--- src/rtl/ir_pkg.sv ---
// rtl/ir_pkg.sv - shared types and constants for the IR line calibration engine
//
// Purpose: state encoding of the calibration FSM and the default TTD width.
// Ports:   none (package).

package ir_pkg;

  // Default time-to-discharge width in bits
  localparam int TTD_W = 17;

  typedef enum logic [1:0] {
    ST_IDLE  = 2'd0,
    ST_CAL   = 2'd1,
    ST_LATCH = 2'd2,
    ST_RUN   = 2'd3
  } ir_state_e;

endpackage

--- src/rtl/ir_line_calib_if.sv ---
// rtl/ir_line_calib_if.sv - sensor/control bus between TTD source, calibrator and line control
//
// Purpose: groups the TTD sweep input, the calibration command pulses and the
//          classification / status outputs of ir_line_calib.
// Signals:
//   ttd          NCH*W  flattened TTD sweep, channel i at [i*W +: W]
//   sample_valid 1      strobe: ttd holds a complete new sweep
//   cal_start    1      pulse: begin (or restart) calibration
//   cal_end      1      pulse: end calibration, compute thresholds
//   line_bits    NCH    1 = black under channel i
//   line_valid   1      strobe: line_bits updated
//   cal_active   1      calibration in progress
//   cal_err      1      sticky: last calibration failed the span check
//   run_active   1      classifier running
// Modports: master drives the sweep and commands; slave is the calibrator.

interface ir_line_calib_if
  import ir_pkg::*;
#(
  parameter int NCH = 8,
  parameter int W   = TTD_W
) ();

  logic [NCH*W-1:0] ttd;
  logic             sample_valid;
  logic             cal_start;
  logic             cal_end;
  logic [NCH-1:0]   line_bits;
  logic             line_valid;
  logic             cal_active;
  logic             cal_err;
  logic             run_active;

  modport master (
    output ttd, sample_valid, cal_start, cal_end,
    input  line_bits, line_valid, cal_active, cal_err, run_active
  );

  modport slave (
    input  ttd, sample_valid, cal_start, cal_end,
    output line_bits, line_valid, cal_active, cal_err, run_active
  );

endinterface

--- src/rtl/ir_chan_cal.sv ---
// rtl/ir_chan_cal.sv - per-channel min/max tracker, threshold latch and hysteresis classifier
//
// Purpose: owns the calibration extremes, threshold, hysteresis band and
//          black/white decision of a single reflectance channel.
// Ports:
//   WF_CLK    in   1  system clock
//   rst_n     in   1  asynchronous active-low reset
//   clear     in   1  restart calibration: reset extremes, clear decision
//   track     in   1  fold ttd_i into min/max
//   commit    in   1  load threshold/hysteresis from min/max, clear decision
//   classify  in   1  update decision from ttd_i
//   ttd_i     in   W  this channel's time-to-discharge
//   line_bit  out  1  1 = black
//   span_ok   out  1  current (max-min) meets MIN_SPAN

module ir_chan_cal #(
  parameter int W          = 17,
  parameter int HYST_SHIFT = 3,
  parameter int MIN_SPAN   = 64
) (
  input  logic         WF_CLK,
  input  logic         rst_n,
  input  logic         clear,
  input  logic         track,
  input  logic         commit,
  input  logic         classify,
  input  logic [W-1:0] ttd_i,
  output logic         line_bit,
  output logic         span_ok
);

  localparam logic [W-1:0] MIN_SPAN_W = W'(MIN_SPAN);

  logic [W-1:0] min_r;
  logic [W-1:0] max_r;
  logic [W-1:0] thr_r;
  logic [W-1:0] hyst_r;
  logic         bit_r;

  logic [W:0]   sum;
  logic [W-1:0] span;
  logic [W-1:0] thr_calc;
  logic [W-1:0] hyst_calc;
  logic [W:0]   upper;
  logic [W-1:0] lower;
  logic         above;
  logic         below;

  always_comb begin
    sum       = {1'b0, min_r} + {1'b0, max_r};
    thr_calc  = W'(sum >> 1);
    // An empty calibration leaves min above max; treat that as zero span
    span      = (max_r >= min_r) ? (max_r - min_r) : '0;
    hyst_calc = span >> HYST_SHIFT;
    span_ok   = (span >= MIN_SPAN_W);
    // Upper band edge kept in W+1 bits so thr+hyst cannot wrap
    upper     = {1'b0, thr_r} + {1'b0, hyst_r};
    lower     = (thr_r >= hyst_r) ? (thr_r - hyst_r) : '0;
    above     = ({1'b0, ttd_i} > upper);
    below     = (ttd_i < lower);
  end

  always_ff @(posedge WF_CLK or negedge rst_n) begin
    if (!rst_n) begin
      min_r  <= '1;
      max_r  <= '0;
      thr_r  <= '0;
      hyst_r <= '0;
      bit_r  <= 1'b0;
    end else begin
      if (clear) begin
        min_r <= '1;
        max_r <= '0;
        bit_r <= 1'b0;
      end else if (track) begin
        if (ttd_i < min_r) min_r <= ttd_i;
        if (ttd_i > max_r) max_r <= ttd_i;
      end

      if (commit) begin
        thr_r  <= thr_calc;
        hyst_r <= hyst_calc;
        bit_r  <= 1'b0;
      end else if (classify) begin
        if (above)      bit_r <= 1'b1;
        else if (below) bit_r <= 1'b0;
      end
    end
  end

  assign line_bit = bit_r;

endmodule

--- src/rtl/ir_line_calib.sv ---
// rtl/ir_line_calib.sv - per-channel calibration and hysteresis classification of the QTRX array
//
// Purpose: tracks per-channel TTD extremes during calibration, derives a
//          threshold and hysteresis band per channel, then classifies each
//          channel black/white on every run-mode sweep.
// Ports:
//   WF_CLK  in  1      system clock
//   rst_n   in  1      asynchronous active-low reset
//   bus     slave      ir_line_calib_if: ttd, sample_valid, cal_start, cal_end in;
//                      line_bits, line_valid, cal_active, cal_err, run_active out

module ir_line_calib
  import ir_pkg::*;
#(
  parameter int NCH        = 8,
  parameter int W          = TTD_W,
  parameter int HYST_SHIFT = 3,
  parameter int MIN_SPAN   = 64
) (
  input  logic               WF_CLK,
  input  logic               rst_n,
  ir_line_calib_if.slave     bus
);

  ir_state_e      state;
  logic           line_valid_r;
  logic           cal_active_r;
  logic           cal_err_r;
  logic           run_active_r;

  logic           start_acc;
  logic           track;
  logic           classify;
  logic           commit;
  logic           all_ok;
  logic [NCH-1:0] span_ok;
  logic [NCH-1:0] line_bits;

  // LATCH is a single committed cycle; a start pulse landing there is dropped
  assign start_acc = bus.cal_start && (state != ST_LATCH);
  // A start in the same cycle as a sample clears rather than folds
  assign track     = bus.sample_valid && (state == ST_CAL) && !bus.cal_start;
  assign classify  = bus.sample_valid && (state == ST_RUN) && !bus.cal_start;
  assign all_ok    = &span_ok;
  assign commit    = (state == ST_LATCH) && all_ok;

  for (genvar g = 0; g < NCH; g++) begin : g_ch
    ir_chan_cal #(
      .W          (W),
      .HYST_SHIFT (HYST_SHIFT),
      .MIN_SPAN   (MIN_SPAN)
    ) u_chan (
      .WF_CLK   (WF_CLK),
      .rst_n    (rst_n),
      .clear    (start_acc),
      .track    (track),
      .commit   (commit),
      .classify (classify),
      .ttd_i    (bus.ttd[g*W +: W]),
      .line_bit (line_bits[g]),
      .span_ok  (span_ok[g])
    );
  end

  always_ff @(posedge WF_CLK or negedge rst_n) begin
    if (!rst_n) begin
      state        <= ST_IDLE;
      line_valid_r <= 1'b0;
      cal_active_r <= 1'b0;
      cal_err_r    <= 1'b0;
      run_active_r <= 1'b0;
    end else begin
      line_valid_r <= classify;
      case (state)
        ST_IDLE: begin
          if (bus.cal_start) begin
            state        <= ST_CAL;
            cal_active_r <= 1'b1;
          end
        end
        ST_CAL: begin
          // cal_start has priority over cal_end: stay and restart
          if (!bus.cal_start && bus.cal_end) begin
            state        <= ST_LATCH;
            cal_active_r <= 1'b0;
          end
        end
        ST_LATCH: begin
          if (all_ok) begin
            state        <= ST_RUN;
            run_active_r <= 1'b1;
            cal_err_r    <= 1'b0;
          end else begin
            state        <= ST_IDLE;
            cal_err_r    <= 1'b1;
          end
        end
        ST_RUN: begin
          if (bus.cal_start) begin
            state        <= ST_CAL;
            run_active_r <= 1'b0;
            cal_active_r <= 1'b1;
          end
        end
        default: begin
          state        <= ST_IDLE;
          cal_active_r <= 1'b0;
          run_active_r <= 1'b0;
        end
      endcase
    end
  end

  assign bus.line_bits  = line_bits;
  assign bus.line_valid = line_valid_r;
  assign bus.cal_active = cal_active_r;
  assign bus.cal_err    = cal_err_r;
  assign bus.run_active = run_active_r;

endmodule

--- src/flat_wrapper.sv ---
// flat-port wrapper written by rule: the top's interface ports become plain ports
module ir_line_calib_flat import ir_pkg::*;
#(
  parameter int NCH        = 8,
  parameter int W          = TTD_W,
  parameter int HYST_SHIFT = 3,
  parameter int MIN_SPAN   = 64
)
  (WF_CLK, rst_n, bus_ttd, bus_sample_valid, bus_cal_start, bus_cal_end, bus_line_bits, bus_line_valid, bus_cal_active, bus_cal_err, bus_run_active);
  ir_line_calib_if #(.NCH(NCH), .W(W)) bus_i ();
  input  logic WF_CLK;
  input  logic rst_n;
  input wire logic [$bits(bus_i.ttd)-1:0] bus_ttd;
  input wire logic [$bits(bus_i.sample_valid)-1:0] bus_sample_valid;
  input wire logic [$bits(bus_i.cal_start)-1:0] bus_cal_start;
  input wire logic [$bits(bus_i.cal_end)-1:0] bus_cal_end;
  output wire logic [$bits(bus_i.line_bits)-1:0] bus_line_bits;
  output wire logic [$bits(bus_i.line_valid)-1:0] bus_line_valid;
  output wire logic [$bits(bus_i.cal_active)-1:0] bus_cal_active;
  output wire logic [$bits(bus_i.cal_err)-1:0] bus_cal_err;
  output wire logic [$bits(bus_i.run_active)-1:0] bus_run_active;
  assign bus_i.ttd = bus_ttd;
  assign bus_i.sample_valid = bus_sample_valid;
  assign bus_i.cal_start = bus_cal_start;
  assign bus_i.cal_end = bus_cal_end;
  assign bus_line_bits = bus_i.line_bits;
  assign bus_line_valid = bus_i.line_valid;
  assign bus_cal_active = bus_i.cal_active;
  assign bus_cal_err = bus_i.cal_err;
  assign bus_run_active = bus_i.run_active;
  ir_line_calib #(.NCH(NCH), .W(W), .HYST_SHIFT(HYST_SHIFT), .MIN_SPAN(MIN_SPAN)) u_core (.WF_CLK(WF_CLK), .rst_n(rst_n), .bus(bus_i));
endmodule
--- config.mk ---
export PLATFORM = sky130hd
export DESIGN_NAME = ir_line_calib_flat
export DESIGN_NICKNAME = d
export VERILOG_FILES = /design/src/rtl/ir_pkg.sv /design/src/rtl/ir_line_calib_if.sv /design/src/rtl/ir_chan_cal.sv /design/src/rtl/ir_line_calib.sv /design/src/flat_wrapper.sv
export SDC_FILE = /design/constraint.sdc
export NUM_CORES = 2
export LEC_CHECK = 0
export CORE_ASPECT_RATIO = 0.9
export CORE_MARGIN = 2
export CORE_UTILIZATION = 59
export CTS_CLUSTER_SIZE = 8
export DETAILED_ROUTE_END_ITERATION = 8
export GPL_TIMING_DRIVEN = 0
export PLACE_DENSITY = 0.8
export SLEW_MARGIN = 20
export SYNTH_ARGS = -nofsm -noshare
export SYNTH_HDL_FRONTEND = slang
export SYNTH_HIERARCHICAL = 1
export SYNTH_SLANG_ARGS = --single-unit
--- constraint.sdc ---
create_clock -name WF_CLK -period 4.1 [get_ports WF_CLK]
set_input_delay 0.82 -clock WF_CLK [delete_from_list [all_inputs] [get_ports WF_CLK]]
set_output_delay 0.82 -clock WF_CLK [all_outputs]
set_load 0.01 [all_outputs]
==> flow_summary.ini <==
[floorplanning]
initial_core_util_pct = 59.3
rows = 110
die_w_um = 338
die_h_um = 304
ioPinCount = 153
fp.dieArea_mm2 = 0.103
core_mm2 = 0.0996

[global_route]
met2_usage_pct = 54.6
grt_usage_pct = 34.3
antenna_found_initial = 12
gr-usage-met1_pct = 46.2
grtUsageMet3_pct = 5.51
grt_pass1_wl_um = 285000
grt_max_degree = 92
grt_pass1_vias = 54095
overflow = 0
busiest_layer = met2

[critical_path]
r2r_cells = 23
endpoint_kind = flop
crit_family = compound AO/OA/AOI/OAI gates
path_max_fanout = 8
worst_setup_path_start_kind = flop
rr_endpoint = u_core/g_ch[5].u_chan/thr_r[15]
r2r_start = u_core/g_ch[3].u_chan/min_r[0]
max_stage_delay_ns = 0.56
critical_path_class = reg2reg
required_ns = 4.60
cp_num_buf_inv = 7
path_cells = ha_4, inv_2, fa_2, a211oi_4, o31ai_4, o22a_1, buf_6, a211oi_2, xnor2_1, or4_1, nor3_2, a31oi_4, and4_4, nand3_4, clkinvlp_4, buf_6, buf_12, clkbuf_16, clkinvlp_4, nor4b_2, a31o_2, a21oi_2, o211ai_1
cp.arrival_ns = 5.49
cpMaxStageDelayCell = dfstp_2
rrSetupSlack_ns = -0.88

[timing]
slew-limit-headroom_pct = 21.3
finalCritPeriodShare_pct = 122
holdWs_ns = 0.0590
setup_slack_ns = -0.882
setup_viol = 257
finClkSkew_ns = 0.0306
worst_pin_slew_ns = 1.15
hold_violations = 0
rsz0062_at_grt = true
final.min_clock_period_ns = 4.98
fmax_mhz = 201
drv_slew = 0

[status]
violations = negative setup slack
run_status = finished, violations left

[job]
cap_viol_max_count = 0

[logic_synthesis]
netlist_instances = 7101
synth_area_mm2 = 0.0591
synth-edff-count = 0
ys_ff_latch = 534
synth_ff_type = dfrtp_1
synth-async-reset-ratio_pct = 100
ys_seq_area_share_pct = 22.9
yosysWarnings = 6
synthDistinctLibCells = 108
syn_nets = 8301
syn_avg_cell_area_um2 = 8.33

[detailed_routing]
drc = 0
first_pass_iters = 9
initialDrtViolationCount = 6312
drt-vias-per-instance = 6.40
wl_per_cell_um = 21.6
vias = 56875
final_antenna_net_count = 0
drt_wl_total_um = 192000

[finish]
fin_cells = 8889
final_cell_mix = ha_1 (1019), inv_1 (647), nor2_1 (557), a21oi_1 (463), dfrtp_1 (397)
final_common_cell = ha_1
final_nets = 8675
drive_above_1_share_pct = 15.6
syn_to_final_growth_pct = 19.8

[clock_network]
cts_htree_levels = 3
clk_pin_slew_ns = 0.06
clk_latency_ns = 0.67
cts_buffer_depth = 3
cts_sinks = 534
cts_tree = yes
root_buffer = clkbuf_16
numCtsBuffers = 79

[power]
p_leak_nw = 32.7
irDropWorstVdd_mv = 0.299
power.density_mw_per_mm2 = 396
p_total_mw = 28.1

[placement]
dp.cells = 8606
hpwl_um = 136000
gp_congestion = 0.973
numPortBuffers = 152

[min_path]
hold_class = in2async
==> logic make-up (layout without fill, tap and decap cells) <==
group | after synthesis | in the layout | synth area share, %
AND/OR/NAND/NOR | 1968 | 1968 | 16.1
flip-flops | 534 | 534 | 22.9
multiplexers | 177 | 177 | 3.02
adder cells (fa/ha/maj) | 1059 | 1059 | 22.8
other | 0 | 9 | 0
buffers and inverters | 1004 | 1439 | 6.85
AO/OA/AOI/OAI | 1952 | 1952 | 22.3
XOR/XNOR | 407 | 407 | 6.03
==> metal layers <==
layer | vias up | wire length, um
li1 | 26139 | -
met1 | 27213 | 80800
met2 | 2817 | 86600
met3 | 698 | 15100
met4 | 8 | 9140
met5 | - | 55
==> synthesized netlist by cell type, types with 124 or more instances <==
cell type,count,area share (%)
a21o_1,194,2.5
dfstp_2,136,6.0
nand3_1,131,1.1
inv_1,663,4.2
clkbuf_1,229,1.5
nor3_1,124,1.0
nor2_1,656,4.2
a21oi_1,561,4.7
dfrtp_1,398,17
o21ai_0,295,2.5
xnor2_1,333,4.9
nand4_1,131,1.4
ha_1,1027,22
nand2_1,436,2.8
mux2i_1,165,2.8
==> per-stage QoR <==
stage	cell area (um^2)	setup slack, ns	util (%)	setup TNS [ns]
final	70900	-0.882	71.1	-158.72
after global routing	70900	-1.05	71.1	-185.44
after CTS	68700	-0.698	69.0	-96.07
after detailed placement	62700	-2.42	63.0	-555.30
after global placement	62500	-22.21	62.7	-
after floorplan	59300	-0.216	-	-1.20
==> flip-flops by register name, indices dropped and copies added, names as in the netlist <==
name / count
u_core/g_ch.u_chan/max_r: 136
u_core/bus.run_active: 1
u_core/g_ch.u_chan/hyst_r: 112
u_core/g_ch.u_chan/min_r: 136
u_core/g_ch.u_chan/thr_r: 136
u_core/bus.cal_err: 1
u_core/state: 2
u_core/bus.cal_active: 1
u_core/g_ch.u_chan/line_bit: 8
u_core/bus.line_valid: 1
==> where the power goes <==
| group | switching [mW] | internal [mW] |
|---|---|---|
| registers | 0.606 | 6.39 |
| clock network | 2.62 | 3.69 |
| logic | 9.17 | 5.60 |
| total | 12.4 | 15.7 |
==> final cells by class <==
| cell class | count | area, um^2 |
|---|---|---|
| clock inverters | 8 | 58.8 |
| repair buffers | 323 | 3770 |
| inverters | 671 | 2580 |
| multi-input cells | 5563 | 44800 |
| diodes | 9 | 22.5 |
| plain buffers | 301 | 2180 |
| fillers | 7378 | 28800 |
| flip-flops and latches | 534 | 13500 |
| repair inverters | 2 | 16.3 |
| clock buffers | 134 | 2240 |
| well taps | 1344 | 1680 |
==> how the worst max path moves through the flow <==
stage | start | to | slack (ns) | cells after the start
floorplan | u_core/g_ch[4].u_chan/min_r[0] | u_core/g_ch[6].u_chan/line_bit | -0.22 | 20
global placement | rst_n | u_core/g_ch[2].u_chan/max_r[0] | -22.21 | 1
detailed placement | u_core/g_ch[5].u_chan/min_r[5] | u_core/g_ch[6].u_chan/thr_r[15] | -2.42 | 18
CTS | u_core/g_ch[5].u_chan/min_r[0] | u_core/g_ch[2].u_chan/thr_r[15] | -0.70 | 21
global route | u_core/g_ch[2].u_chan/min_r[4] | u_core/g_ch[5].u_chan/thr_r[15] | -1.05 | 23
finish | u_core/g_ch[3].u_chan/min_r[0] | u_core/g_ch[5].u_chan/thr_r[15] | -0.88 | 23
==> timing repair <==
item / CTS / global route
endpoints found under the setup margin: 260 / 259
pin swaps: 79 / 98
gates cloned: 27 / 10
buffers inserted: 82 / 62
hold buffers: 0 / 0
resized for setup: 626 / 450
Power figures use the tool's default switching activity.
